--- config.mk ---
export PLATFORM = sky130hd
export DESIGN_NAME = id_ex_pipeline_register
export DESIGN_NICKNAME = d
export VERILOG_FILES = /design/src/rtl/id_ex_pipeline_register.sv
export SDC_FILE = /design/constraint.sdc
export NUM_CORES = 1
export LEC_CHECK = 0
export BUFFER_PORTS_ARGS = -buffer_cell sky130_fd_sc_hd__buf_2
export CAP_MARGIN = 20
export CORE_AREA = 2 2 172 174
export DETAILED_ROUTE_END_ITERATION = 7
export DIE_AREA = 0 0 174 176
export PLACE_DENSITY = 0.63
export RECOVER_POWER = 50
export SETUP_SLACK_MARGIN = 0.4
export SLEW_MARGIN = 20
export SYNTH_ARGS = -nofsm -noshare
export SYNTH_HDL_FRONTEND = slang
export SYNTH_SLANG_ARGS = --single-unit
--- constraint.sdc ---
create_clock -name clk -period 2.5 [get_ports clk]
set_clock_uncertainty 0.05 [all_clocks]
set_input_delay 0.5 -clock clk [delete_from_list [all_inputs] [get_ports clk]]
set_output_delay 0.5 -clock clk [all_outputs]
set_load 0.01 [all_outputs]
--- src/rtl/id_ex_pipeline_register.sv ---
// Decode-to-execute pipeline register for the 5-stage RV32I core.
// Captures operands (with same-cycle write-back bypass), immediate, PC and
// control on each edge; supports stall (hold), flush (bubble insert) and
// two saturating debug event counters.
module id_ex_pipeline_register #(
  parameter int XLEN  = 32,
  parameter int CNT_W = 16
) (
  input  logic             clk,
  input  logic             rst,
  input  logic             valid_d,
  input  logic [4:0]       rs1_d,
  input  logic [4:0]       rs2_d,
  input  logic [4:0]       rd_d,
  input  logic [XLEN-1:0]  rd1_d,
  input  logic [XLEN-1:0]  rd2_d,
  input  logic [XLEN-1:0]  imm_d,
  input  logic [XLEN-1:0]  pc_d,
  input  logic [XLEN-1:0]  pc4_d,
  input  logic [8:0]       ctrl_d,
  input  logic             we_w,
  input  logic [4:0]       rd_w,
  input  logic [XLEN-1:0]  result_w,
  input  logic             stall,
  input  logic             flush,
  output logic             valid_e,
  output logic [4:0]       rs1_e,
  output logic [4:0]       rs2_e,
  output logic [4:0]       rd_e,
  output logic [XLEN-1:0]  rd1_e,
  output logic [XLEN-1:0]  rd2_e,
  output logic [XLEN-1:0]  imm_e,
  output logic [XLEN-1:0]  pc_e,
  output logic [XLEN-1:0]  pc4_e,
  output logic [8:0]       ctrl_e,
  output logic [CNT_W-1:0] stall_cnt,
  output logic [CNT_W-1:0] flush_cnt
);

  localparam logic [CNT_W-1:0] CNT_MAX = '1;

  logic             valid_e_q, valid_e_d;
  logic [4:0]       rs1_e_q, rs1_e_d;
  logic [4:0]       rs2_e_q, rs2_e_d;
  logic [4:0]       rd_e_q, rd_e_d;
  logic [XLEN-1:0]  rd1_e_q, rd1_e_d;
  logic [XLEN-1:0]  rd2_e_q, rd2_e_d;
  logic [XLEN-1:0]  imm_e_q, imm_e_d;
  logic [XLEN-1:0]  pc_e_q, pc_e_d;
  logic [XLEN-1:0]  pc4_e_q, pc4_e_d;
  logic [8:0]       ctrl_e_q, ctrl_e_d;
  logic [CNT_W-1:0] stall_cnt_q, stall_cnt_d;
  logic [CNT_W-1:0] flush_cnt_q, flush_cnt_d;

  // The register file writes on the same edge, so decode may have read the
  // old value; substitute the write-back result when it targets rs1/rs2.
  // x0 never bypasses: it always reads zero.
  logic byp1, byp2;
  assign byp1 = we_w && (rd_w != 5'd0) && (rd_w == rs1_d);
  assign byp2 = we_w && (rd_w != 5'd0) && (rd_w == rs2_d);

  // Next-state selection: flush > stall (hold) > load; counters saturate.
  always_comb begin
    // NOTE: every signal gets a hold default first so no path leaves it
    // unassigned, which would otherwise infer a latch.
    valid_e_d   = valid_e_q;
    rs1_e_d     = rs1_e_q;
    rs2_e_d     = rs2_e_q;
    rd_e_d      = rd_e_q;
    rd1_e_d     = rd1_e_q;
    rd2_e_d     = rd2_e_q;
    imm_e_d     = imm_e_q;
    pc_e_d      = pc_e_q;
    pc4_e_d     = pc4_e_q;
    ctrl_e_d    = ctrl_e_q;
    stall_cnt_d = stall_cnt_q;
    flush_cnt_d = flush_cnt_q;

    if (flush) begin
      // Bubble: kill side effects and addresses; data fields are don't-care
      // and simply hold.
      valid_e_d = 1'b0;
      ctrl_e_d  = '0;
      rd_e_d    = '0;
      rs1_e_d   = '0;
      rs2_e_d   = '0;
      if (valid_e_q && flush_cnt_q != CNT_MAX) flush_cnt_d = flush_cnt_q + 1'b1;
    end else if (stall) begin
      if (valid_e_q && stall_cnt_q != CNT_MAX) stall_cnt_d = stall_cnt_q + 1'b1;
    end else begin
      valid_e_d = valid_d;
      rs1_e_d   = rs1_d;
      rs2_e_d   = rs2_d;
      rd_e_d    = rd_d;
      rd1_e_d   = byp1 ? result_w : rd1_d;
      rd2_e_d   = byp2 ? result_w : rd2_d;
      imm_e_d   = imm_d;
      pc_e_d    = pc_d;
      pc4_e_d   = pc4_d;
      ctrl_e_d  = valid_d ? ctrl_d : 9'd0;
    end
  end

  // State register with synchronous active-low reset to an all-zero bubble.
  always_ff @(posedge clk) begin
    // NOTE: sequential state uses non-blocking assignments so every flop
    // samples pre-edge values regardless of statement order.
    if (!rst) begin
      valid_e_q   <= 1'b0;
      rs1_e_q     <= '0;
      rs2_e_q     <= '0;
      rd_e_q      <= '0;
      rd1_e_q     <= '0;
      rd2_e_q     <= '0;
      imm_e_q     <= '0;
      pc_e_q      <= '0;
      pc4_e_q     <= '0;
      ctrl_e_q    <= '0;
      stall_cnt_q <= '0;
      flush_cnt_q <= '0;
    end else begin
      valid_e_q   <= valid_e_d;
      rs1_e_q     <= rs1_e_d;
      rs2_e_q     <= rs2_e_d;
      rd_e_q      <= rd_e_d;
      rd1_e_q     <= rd1_e_d;
      rd2_e_q     <= rd2_e_d;
      imm_e_q     <= imm_e_d;
      pc_e_q      <= pc_e_d;
      pc4_e_q     <= pc4_e_d;
      ctrl_e_q    <= ctrl_e_d;
      stall_cnt_q <= stall_cnt_d;
      flush_cnt_q <= flush_cnt_d;
    end
  end

  assign valid_e   = valid_e_q;
  assign rs1_e     = rs1_e_q;
  assign rs2_e     = rs2_e_q;
  assign rd_e      = rd_e_q;
  assign rd1_e     = rd1_e_q;
  assign rd2_e     = rd2_e_q;
  assign imm_e     = imm_e_q;
  assign pc_e      = pc_e_q;
  assign pc4_e     = pc4_e_q;
  assign ctrl_e    = ctrl_e_q;
  assign stall_cnt = stall_cnt_q;
  assign flush_cnt = flush_cnt_q;

endmodule

After elaboration in Yosys (flattened, before gate mapping)
Index checks and enable logic that the tools add are counted.
{ "op_classes": {"n_addsub": 2, "n_eq_ne": 4, "muxes": 3, "n_bitwise": 3, "reduce_logical": 10} }
{ "ops": {"columns": ["cell", "n"], "rows": [
  ["two-way mux 32 bit", 2],
  ["adder 16 x 1 -> 16 bit, second input constant", 2],
  ["!= test 16 bit, second input constant", 2],
  ["equality test 5 bit", 2],
  ["two-way mux 9 bit", 1],
  ["logical AND 1 bit", 5],
  ["nonzero test 5 bit", 1],
  ["AND reduction 2 bit", 2],
  ["inverter 1 bit", 3],
  ["AND reduction 3 bit", 1],
  ["OR reduction 2 bit", 1]
]} }
{ "totals": {"register_bits": 217, "inputBits": 227} }

Logic depth before layout (Yosys ltp)
Gate-level depths: netlist (run 1).
{ "logic_depth": {"depth_word": 4, "ltp_mapped": 7, "ltp_nobuf": 5} }

Worst setup path after synthesis (run 1)
OpenSTA, ideal clock, no wires.
{ "synth_path": {"path_kind": "input port to flip-flop", "startpoint": "in rd_w[1]", "endpoint": "reg rd2_e_q[12] (netlist: rd2_e[12])", "setup_time_ns": 0.125, "arrival_time_ns": 1.734, "slack_ns": 0.591, "stages": 6, "path_buffers": 2, "path_cell_list": "or4_4 > o21a_1 > buf_6 > buf_6 > a41oi_1 > a21oi_1"} }
{ "synth_via": {"elab_chain_cells": 4, "word_cells_on_any_way": 5} }
{ "synth_lines": {"columns": ["item", "line", "rtl"], "rows": [
  ["from (decl)", "22", "input logic [4:0] rd_w,"],
  ["nonzero test 5 bit", "60", "assign byp2 = we_w && (rd_w != 5'd0) && (rd_w == rs2_d);"],
  ["logical AND 1 bit", "60", null],
  ["logical AND 1 bit *", "60", null],
  ["two-way mux 32 bit *", "96", "rd2_e_d = byp2 ? result_w : rd2_d;"],
  ["to (signal assigned)", "127", "rd2_e_q <= rd2_e_d;"],
  ["to (decl)", "47", "logic [XLEN-1:0] rd2_e_q, rd2_e_d;"]
]} }
Mark *: on every way between the ends. The rest lies on a longest branch, timed or not.
A chain may end at the register's enable or synchronous reset.

Worst setup path after layout (run 1)
{ "layout_path": {"startpoint": "in stall", "endpoint": "reg pc_e_q[12] (netlist: pc_e[12])"} }
{ "layout_via": {"elab_chain_cells": 2} }
{ "layout_lines": {"columns": ["item", "line", "rtl"], "rows": [
  ["from (decl)", "24", "input logic stall,"],
  ["inverter 1 bit (no source line)", null, null],
  ["AND reduction 2 bit (no source line)", null, null],
  ["to (signal assigned)", "129", "pc_e_q <= pc_e_d;"],
  ["to (decl)", "49", "logic [XLEN-1:0] pc_e_q, pc_e_d;"]
]} }
Every way passes these cells.

==> qor.csv, run 1 <==
metric,value,unit
Main synth FF type,dfxtp_1,
CP arrival,2.50,ns
met2 usage,35.9,%
synthesis-stage register bit count,217,
top-area cell type share of the netlist area,46.4,%
Area Growth Syn to Fin,33.3,%
# DRC,0,
VDD IR max,0.542,mV
register area share after synthesis,46.4,%
leakage power,5.19,nW
Int Pwr,0.00612,W
synth cell count leaders,"dfxtp_1 (217), nand2_1 (217), a21oi_1 (173)",
GRT overflow,0,
fmax,0.476,GHz
die footprint,30600,sq um
pwr/cell area,670,nW/um^2
fin crit share,84.0,%
Buffers on Ports,443,
critical path startpoint category,input pin,
combinational group share of total power,13.4,%
# setup viols final,0,
met3 Usage GRT,5.81,%
Clock transition at path regs,0.06,ns
largest net degree at the start of global routing,96,
vias after detailed routing,9954,
clk root buf,clkbuf_16,
Ports,444,
status,"finished, violations left",
initial drt markers,506,
Num CTS Buffers,25,
"area leader, netlist",dfxtp_1,
most area-consuming cells after synthesis,"dfxtp_1 (46%), a21oi_1 (9.2%), nand2_1 (8.7%)",
initial antenna violation count,5,
failing checks,"max-capacitance violations, max-slew violations",
final core occ,43.7,%
Detail Route Antenna Nets,0,
Initial Utilization,32.8,%
Placeable Area,28500,sq um
Slew headroom,-10.5,%
wire length per cell,18.0,um
H-tree depth,1,
count of cell types in the netlist,51,
Synth warnings,0,
Sequential Power Share,44.1,%
Worst setup EP type,flop,
worst slew pin tran,1.66,ns
Die W,174,um
first-pass GRT wire length,52600,um
RSZ-0062 raised after global routing,no,
DRT Wirelength,34200,um
Tmin final,2.10,ns
total global routing track utilization,20.9,%
Post-CTS Setup Bufs,0,
TritonCTS clock tree,done,
row cnt,62,
Synth async-reset ratio,0,%
Hold Path Class,in -> reg,
DRT Pass-1 Iters,5,
Final nets,1726,
Hold Fails Final Rpt,0,
Clk pwr share,42.5,%
Switch Pwr,0.00224,W
share of layout cells above drive strength 1,28.6,%
post-synthesis cell count,1112,
clk sink count,217,
Critical Path RT,2.90,ns
fin. max-slew vios,96,
CTS Hold Buffers Added,0,
Post-Syn Nets,1341,
Post-synth EDFFs,0,
post_cts resized,0,
layer carrying the most global-route usage,met2,
Worst-Skew Late Latency,0.53,ns
Avg Synthesized Cell Area,8.42,sq um
number of max-cap violations,1,
CTS Buffer Depth,3,
number of global-route vias before repair,9550,
"Cell Area, Synth",9370,sq um
met1 Resource Use GR,25.4,%
vias per inst,5.24,
crit path max fanout,78,
setup TNS,0,ns
hpwl dp,23800,um
Net Sw Frac,26.8,%
Setup CP Type,in -> reg,
Die Y-Extent,176,um
gpl congestion,0.819,
worst paths after layout:
path	start	end	slack (ns)	cells after the start
setup / recovery	stall	pc_e[12]	0.40	6
hold / removal	rd_d[2]	rd_e[2]	0.16	3
setup reg to reg	valid_e	stall_cnt[9]	0.64	4
hold reg to reg	imm_e[15]	imm_e[15]	0.40	2
cells in the final DEF, fill, tap and decap left out, types with 5 or more instances in the layout:
cell       instances
clkbuf_1          97
nand2_1          217
xnor2_1            6
nand2b_1          10
or4_1              7
a21oi_1          173
o31ai_1           72
inv_1             10
a22oi_1            9
o21ai_0           70
nand4_1           11
nor2_1            32
nand3_1           18
dfxtp_1          217
a41oi_2            6
buf_2            352
a41oi_1           56
mux2i_1           27
clkinv_2           5
buf_12             7
clkbuf_8           9
buf_4             13
nor4_1             8
clkbuf_16         25
power groups by stage:
stage,combinational (W),clock [W],sequential [W]
2_1_floorplan,0.000527,0,0.00383
3_3_place_gp,0.00114,0,0.00376
3_5_place_dp,0.00114,0,0.00376
4_1_cts,0.00115,0.00366,0.00368
5_1_grt,0.00122,0.00380,0.00370
6_report,0.00112,0.00356,0.00369
worst max-delay path, cell delays in order:
cell	delay [ns]
clkbuf_1	0.10
clkbuf_2	0.46
nor2_4	0.29
clkbuf_4	0.68
nand2_1	0.18
a21oi_1	0.16
sequential cells by signal (all words and copies together) (netlist names):
register   flops
rs2_e          5
flush_cnt     16
rs1_e          5
rd_e           5
imm_e         32
pc4_e         32
ctrl_e         9
valid_e        1
rd2_e         32
stall_cnt     16
rd1_e         32
pc_e          32
per-layer routing:
layer	vias up	wire, um
met1	4627	13800
met5	-	14
met3	64	3010
met2	461	16400
li1	4800	-
met4	2	906
per-stage QoR:
step | cells | power, W | setup WS, ns | cell area, sq um | hold WS [ns]
6_report | 1899 | 0.00836 | 0.400 | 12500 | 0.155
5_1_grt | 1899 | 0.00873 | 0.266 | 12500 | 0.145
4_1_cts | 1898 | 0.00849 | 0.652 | 12600 | 0.126
3_5_place_dp | 1854 | 0.00490 | 0.200 | 11800 | 0.394
3_3_place_gp | 1854 | 0.00489 | 0.222 | 11800 | 0.388
2_1_floorplan | 1112 | 0.00435 | 0.591 | 9370 | 0.431
area by class of cell:
class                      count  area (sq um)
antenna                        1          2.50
clock buffer                  39           768
clock inverter                 5          28.8
fill                        2950         16100
inverter                      11          42.5
multi-input combinational    776          4460
sequential                   217          4340
tap                          384           480
timing repair buffer         466          2360
kinds of logic after synthesis:
kind of cell	count (synthesis)	share of synthesized area [%]
AO/OA/AOI/OAI	402	27.2
XOR/XNOR	10	0.935
adder cells (fa/ha/maj)	2	0.267
buffers and inverters	119	6.16
flip-flops	217	46.4
multiplexers	27	2.89
AND/OR/NAND/NOR	335	16.1
(Power assumes the default switching activity.)
==> run 2: changes to the inputs <==
ABC_AREA = 1   (was not set)
CORE_AREA = 2 2 173 175   (was 2 2 172 174)
DIE_AREA = 0 0 175 177   (was 0 0 174 176)
PLACE_DENSITY = 0.62   (was 0.63)
clock period = 2.17 ns   (was 2.5 ns; I/O delays follow)
==> run 2 against run 1 <==
Compared with the run above:
- the flow now finishes without violations
- die area rose by 1.1%
- power rose by 14%
- area after synthesis rose by 1.1%
- critical path depth did not move
- largest power group unchanged
- final area rose by 2.7%
- first-iteration DRC count rose by 30%
- clock-buffer cell count fell by 6
- register-to-register slack got worse by 0.16 ns
- worst setup slack improved by 0.050 ns
- sequential share of layout area fell by 0.86 points
- sequential power rose by 17%
==> qor.csv, run 2 <==
metric,value,unit,change
largest net degree at the start of global routing,106,,was 96
Clock transition at path regs,0.06,ns,about the same
most frequent cells in the layout,"buf_2 (409), nor2_1 (360), nand2_1 (265)",,"was buf_2 (352), nand2_1 (217), dfxtp_1 (217)"
RSZ-0062 raised after global routing,no,,unchanged
Synth async-reset ratio,0,%,unchanged
Ports,444,,unchanged
Int Pwr,0.00702,W,was 0.00612 W
"Cell Chain, Critical Path","clkbuf_1, clkbuf_1, clkinv_1, clkbuf_1, o21ai_0, a21oi_1",,"was clkbuf_1, clkbuf_2, nor2_4, clkbuf_4, nand2_1, a21oi_1"
Setup crit start,stall,,unchanged
Sequential Power Share,45.0,%,was 44.1%
Critical Path RT,2.48,ns,was 2.90 ns
leakage power,6.55,nW,was 5.19 nW
worst r2r path cells,9,,was 4
vias per inst,4.69,,was 5.24
DRT Pass-1 Iters,5,,unchanged
number of global-route vias before repair,9551,,was 9550
combinational group share of total power,13.3,%,was 13.4%
fin crit share,79.3,%,
pwr/cell area,745,nW/um^2,was 670 nW/um^2
Post-Syn Nets,1614,,was 1341
top-area cell type share of the netlist area,45.9,%,was 46.4%
vias after detailed routing,10356,,was 9954
"Cell Area, Synth",9470,sq um,was 9370 sq um
initial antenna violation count,4,,was 5
share of layout cells above drive strength 1,28.0,%,was 28.6%
# DRC,0,,unchanged
number of max-cap violations,0,,was 1
Buffers on Ports,443,,unchanged
row cnt,63,,was 62
Avg Synthesized Cell Area,6.83,sq um,was 8.42 sq um
Net Sw Frac,26.5,%,was 26.8%
gpl congestion,0.847,,was 0.819
Initial Utilization,32.4,%,was 32.8%
fmax,0.581,GHz,
crit path max fanout,18,,was 78
Synth warnings,0,,unchanged
worst slew pin tran,0.925,ns,was 1.66 ns
Crit path depth,6,,unchanged
hold path cells,3,,unchanged
Placeable Area,29200,sq um,was 28500 sq um
fill count,3115,,was 2950
CTS Buffer Depth,3,,unchanged
Critical Path Sink,rs2_e[3],,was pc_e[12]
most area-consuming cells after synthesis,"dfxtp_1 (46%), nor2_1 (14%), nand2_1 (11%)",,"was dfxtp_1 (46%), a21oi_1 (9.2%), nand2_1 (8.7%)"
clk sink count,217,,unchanged
"area leader, netlist",dfxtp_1,,unchanged
Num CTS Buffers,24,,was 25
status,completed,,"was finished, violations left"
Final nets,2027,,was 1726
initial drt markers,659,,was 506
first-pass GRT wire length,50400,um,was 52600 um
H-tree depth,1,,unchanged
final core occ,43.8,%,was 43.7%
RR Endpoint,flush_cnt[9],,was stall_cnt[9]
critical path startpoint category,input pin,,unchanged
GRT overflow,0,,unchanged
# setup viols final,0,,unchanged
CP peak stage delay,0.39,ns,was 0.68 ns
die footprint,31000,sq um,was 30600 sq um
Setup CP Type,in -> reg,,unchanged
register area share after synthesis,45.9,%,was 46.4%
Hold Path Class,in -> reg,,unchanged
DRT Wirelength,32500,um,was 34200 um
slowest CP cell,clkbuf_1,,was clkbuf_4
Switch Pwr,0.00253,W,was 0.00224 W
Main synth FF type,dfxtp_1,,unchanged
worst reg2reg setup slack,0.48,ns,was 0.64 ns
Hold Fails Final Rpt,0,,unchanged
VDD IR max,0.580,mV,was 0.542 mV
clk root buf,clkbuf_16,,unchanged
Slew headroom,38.3,%,was -10.5%
Die Y-Extent,177,um,was 176 um
Detail Route Antenna Nets,0,,unchanged
CP dominant cell by count,clkbuf_1,,
Tmin final,1.72,ns,
Hold Slack,0.0861,ns,was 0.155 ns
Die W,175,um,was 174 um
hpwl dp,23300,um,was 23800 um
Worst setup EP type,flop,,unchanged
setup TNS,0,ns,unchanged
CTS Hold Buffers Added,0,,unchanged
wire length per cell,14.7,um,was 18.0 um
Crit path max-delay family,buffers and inverters,,unchanged
RR Startpoint,flush_cnt[2],,was valid_e
TritonCTS clock tree,done,,unchanged
Clk pwr share,41.7,%,was 42.5%
Post-synth EDFFs,0,,unchanged
post-synthesis cell count,1385,,was 1112
Area Growth Syn to Fin,35.4,%,was 33.3%
Buf/Inv on CP,4,,was 3
total global routing track utilization,20.0,%,was 20.9%
synthesis-stage register bit count,217,,unchanged
CP arrival,2.03,ns,was 2.50 ns
Worst-Skew Late Latency,0.51,ns,was 0.53 ns
synth cell count leaders,"nor2_1 (359), nand2_1 (265), dfxtp_1 (217)",,"was dfxtp_1 (217), nand2_1 (217), a21oi_1 (173)"
top-count cell post-synth,nor2_1,,
count of cell types in the netlist,31,,was 51
fin. max-slew vios,0,,was 96
"most common cell after layout, fill and taps aside",buf_2,,unchanged
run 2: final cells by class:
class / count / area, sq um / share of cell area [%]
Inverter: 97 / 365 / 2.85
Tap cell: 390 / 488 / 3.81
Multi-Input combinational cell: 984 / 4390 / 34.2
Clock inverter: 10 / 80.1 / 0.625
Clock buffer: 33 / 686 / 5.35
Antenna cell: 3 / 7.51 / 0.0586
Sequential cell: 217 / 4350 / 33.9
Timing Repair Buffer: 474 / 2450 / 19.2
run 2: power groups by stage:
stage / logic, W / clock network (W) / registers, W
after floorplan: 0.000545 / 0 / 0.00448
after global placement: 0.00129 / 0 / 0.00438
after detailed placement: 0.00129 / 0 / 0.00438
after CTS: 0.00130 / 0.00411 / 0.00430
after global routing: 0.00142 / 0.00426 / 0.00432
final: 0.00127 / 0.00399 / 0.00430
run 2: cell families (layout without fill, tap and decap cells):
logic type / count (synthesis) / after routing / synth area share [%]
fa+ha+maj: 2 / 2 / 0.264
compound gates: 158 / 158 / 8.78
xor+xnor: 23 / 23 / 2.13
other cells: 0 / 3 / 0
flops: 217 / 217 / 45.9
simple gates: 801 / 801 / 35.0
buf+inv: 184 / 614 / 7.89
run 2: worst min path at each step:
stage          startpoint  slack [ns]        end
2_1_floorplan   ctrl_e[8]        0.43  ctrl_e[8]
3_3_place_gp    ctrl_e[8]        0.40  ctrl_e[8]
3_5_place_dp      rd_e[3]        0.41    rd_e[3]
4_1_cts          pc_d[12]        0.06   pc_e[12]
5_1_grt           pc_d[5]        0.07    pc_e[5]
6_report         pc_d[12]        0.09   pc_e[12]
run 2: per-layer routing:
layer | vias to the layer above | track usage [%] | share of wire (%)
met5 | - | 0 | 0
met4 | 0 | 6.94 | 2.9
met3 | 53 | 5.33 | 9.0
met2 | 428 | 33.9 | 49
met1 | 4663 | 24.4 | 40
li1 | 5212 | - | -
run 2: through the flow:
step / instance area [sq um] / cells / setup slack, ns / power [W]
CTS: 12900 / 2205 / 0.413 / 0.00971
finish: 12800 / 2208 / 0.450 / 0.00955
global placement: 12100 / 2159 / 0.298 / 0.00566
global route: 12800 / 2206 / 0.247 / 0.0100
floorplan: 9470 / 1385 / 0.571 / 0.00503
detailed placement: 12100 / 2159 / 0.277 / 0.00567
run 2: repair_timing:
action                     in CTS  in global routing
pin swaps                       1                  2
setup buffers                   3                  0
setup endpoints to repair      12                 29
gates resized for setup         0                  9
run 2: worst min-delay path, cell delays in order:
cell and delay, ns:
buf_2 0.07, nor2_1 0.03, nor2_1 0.08
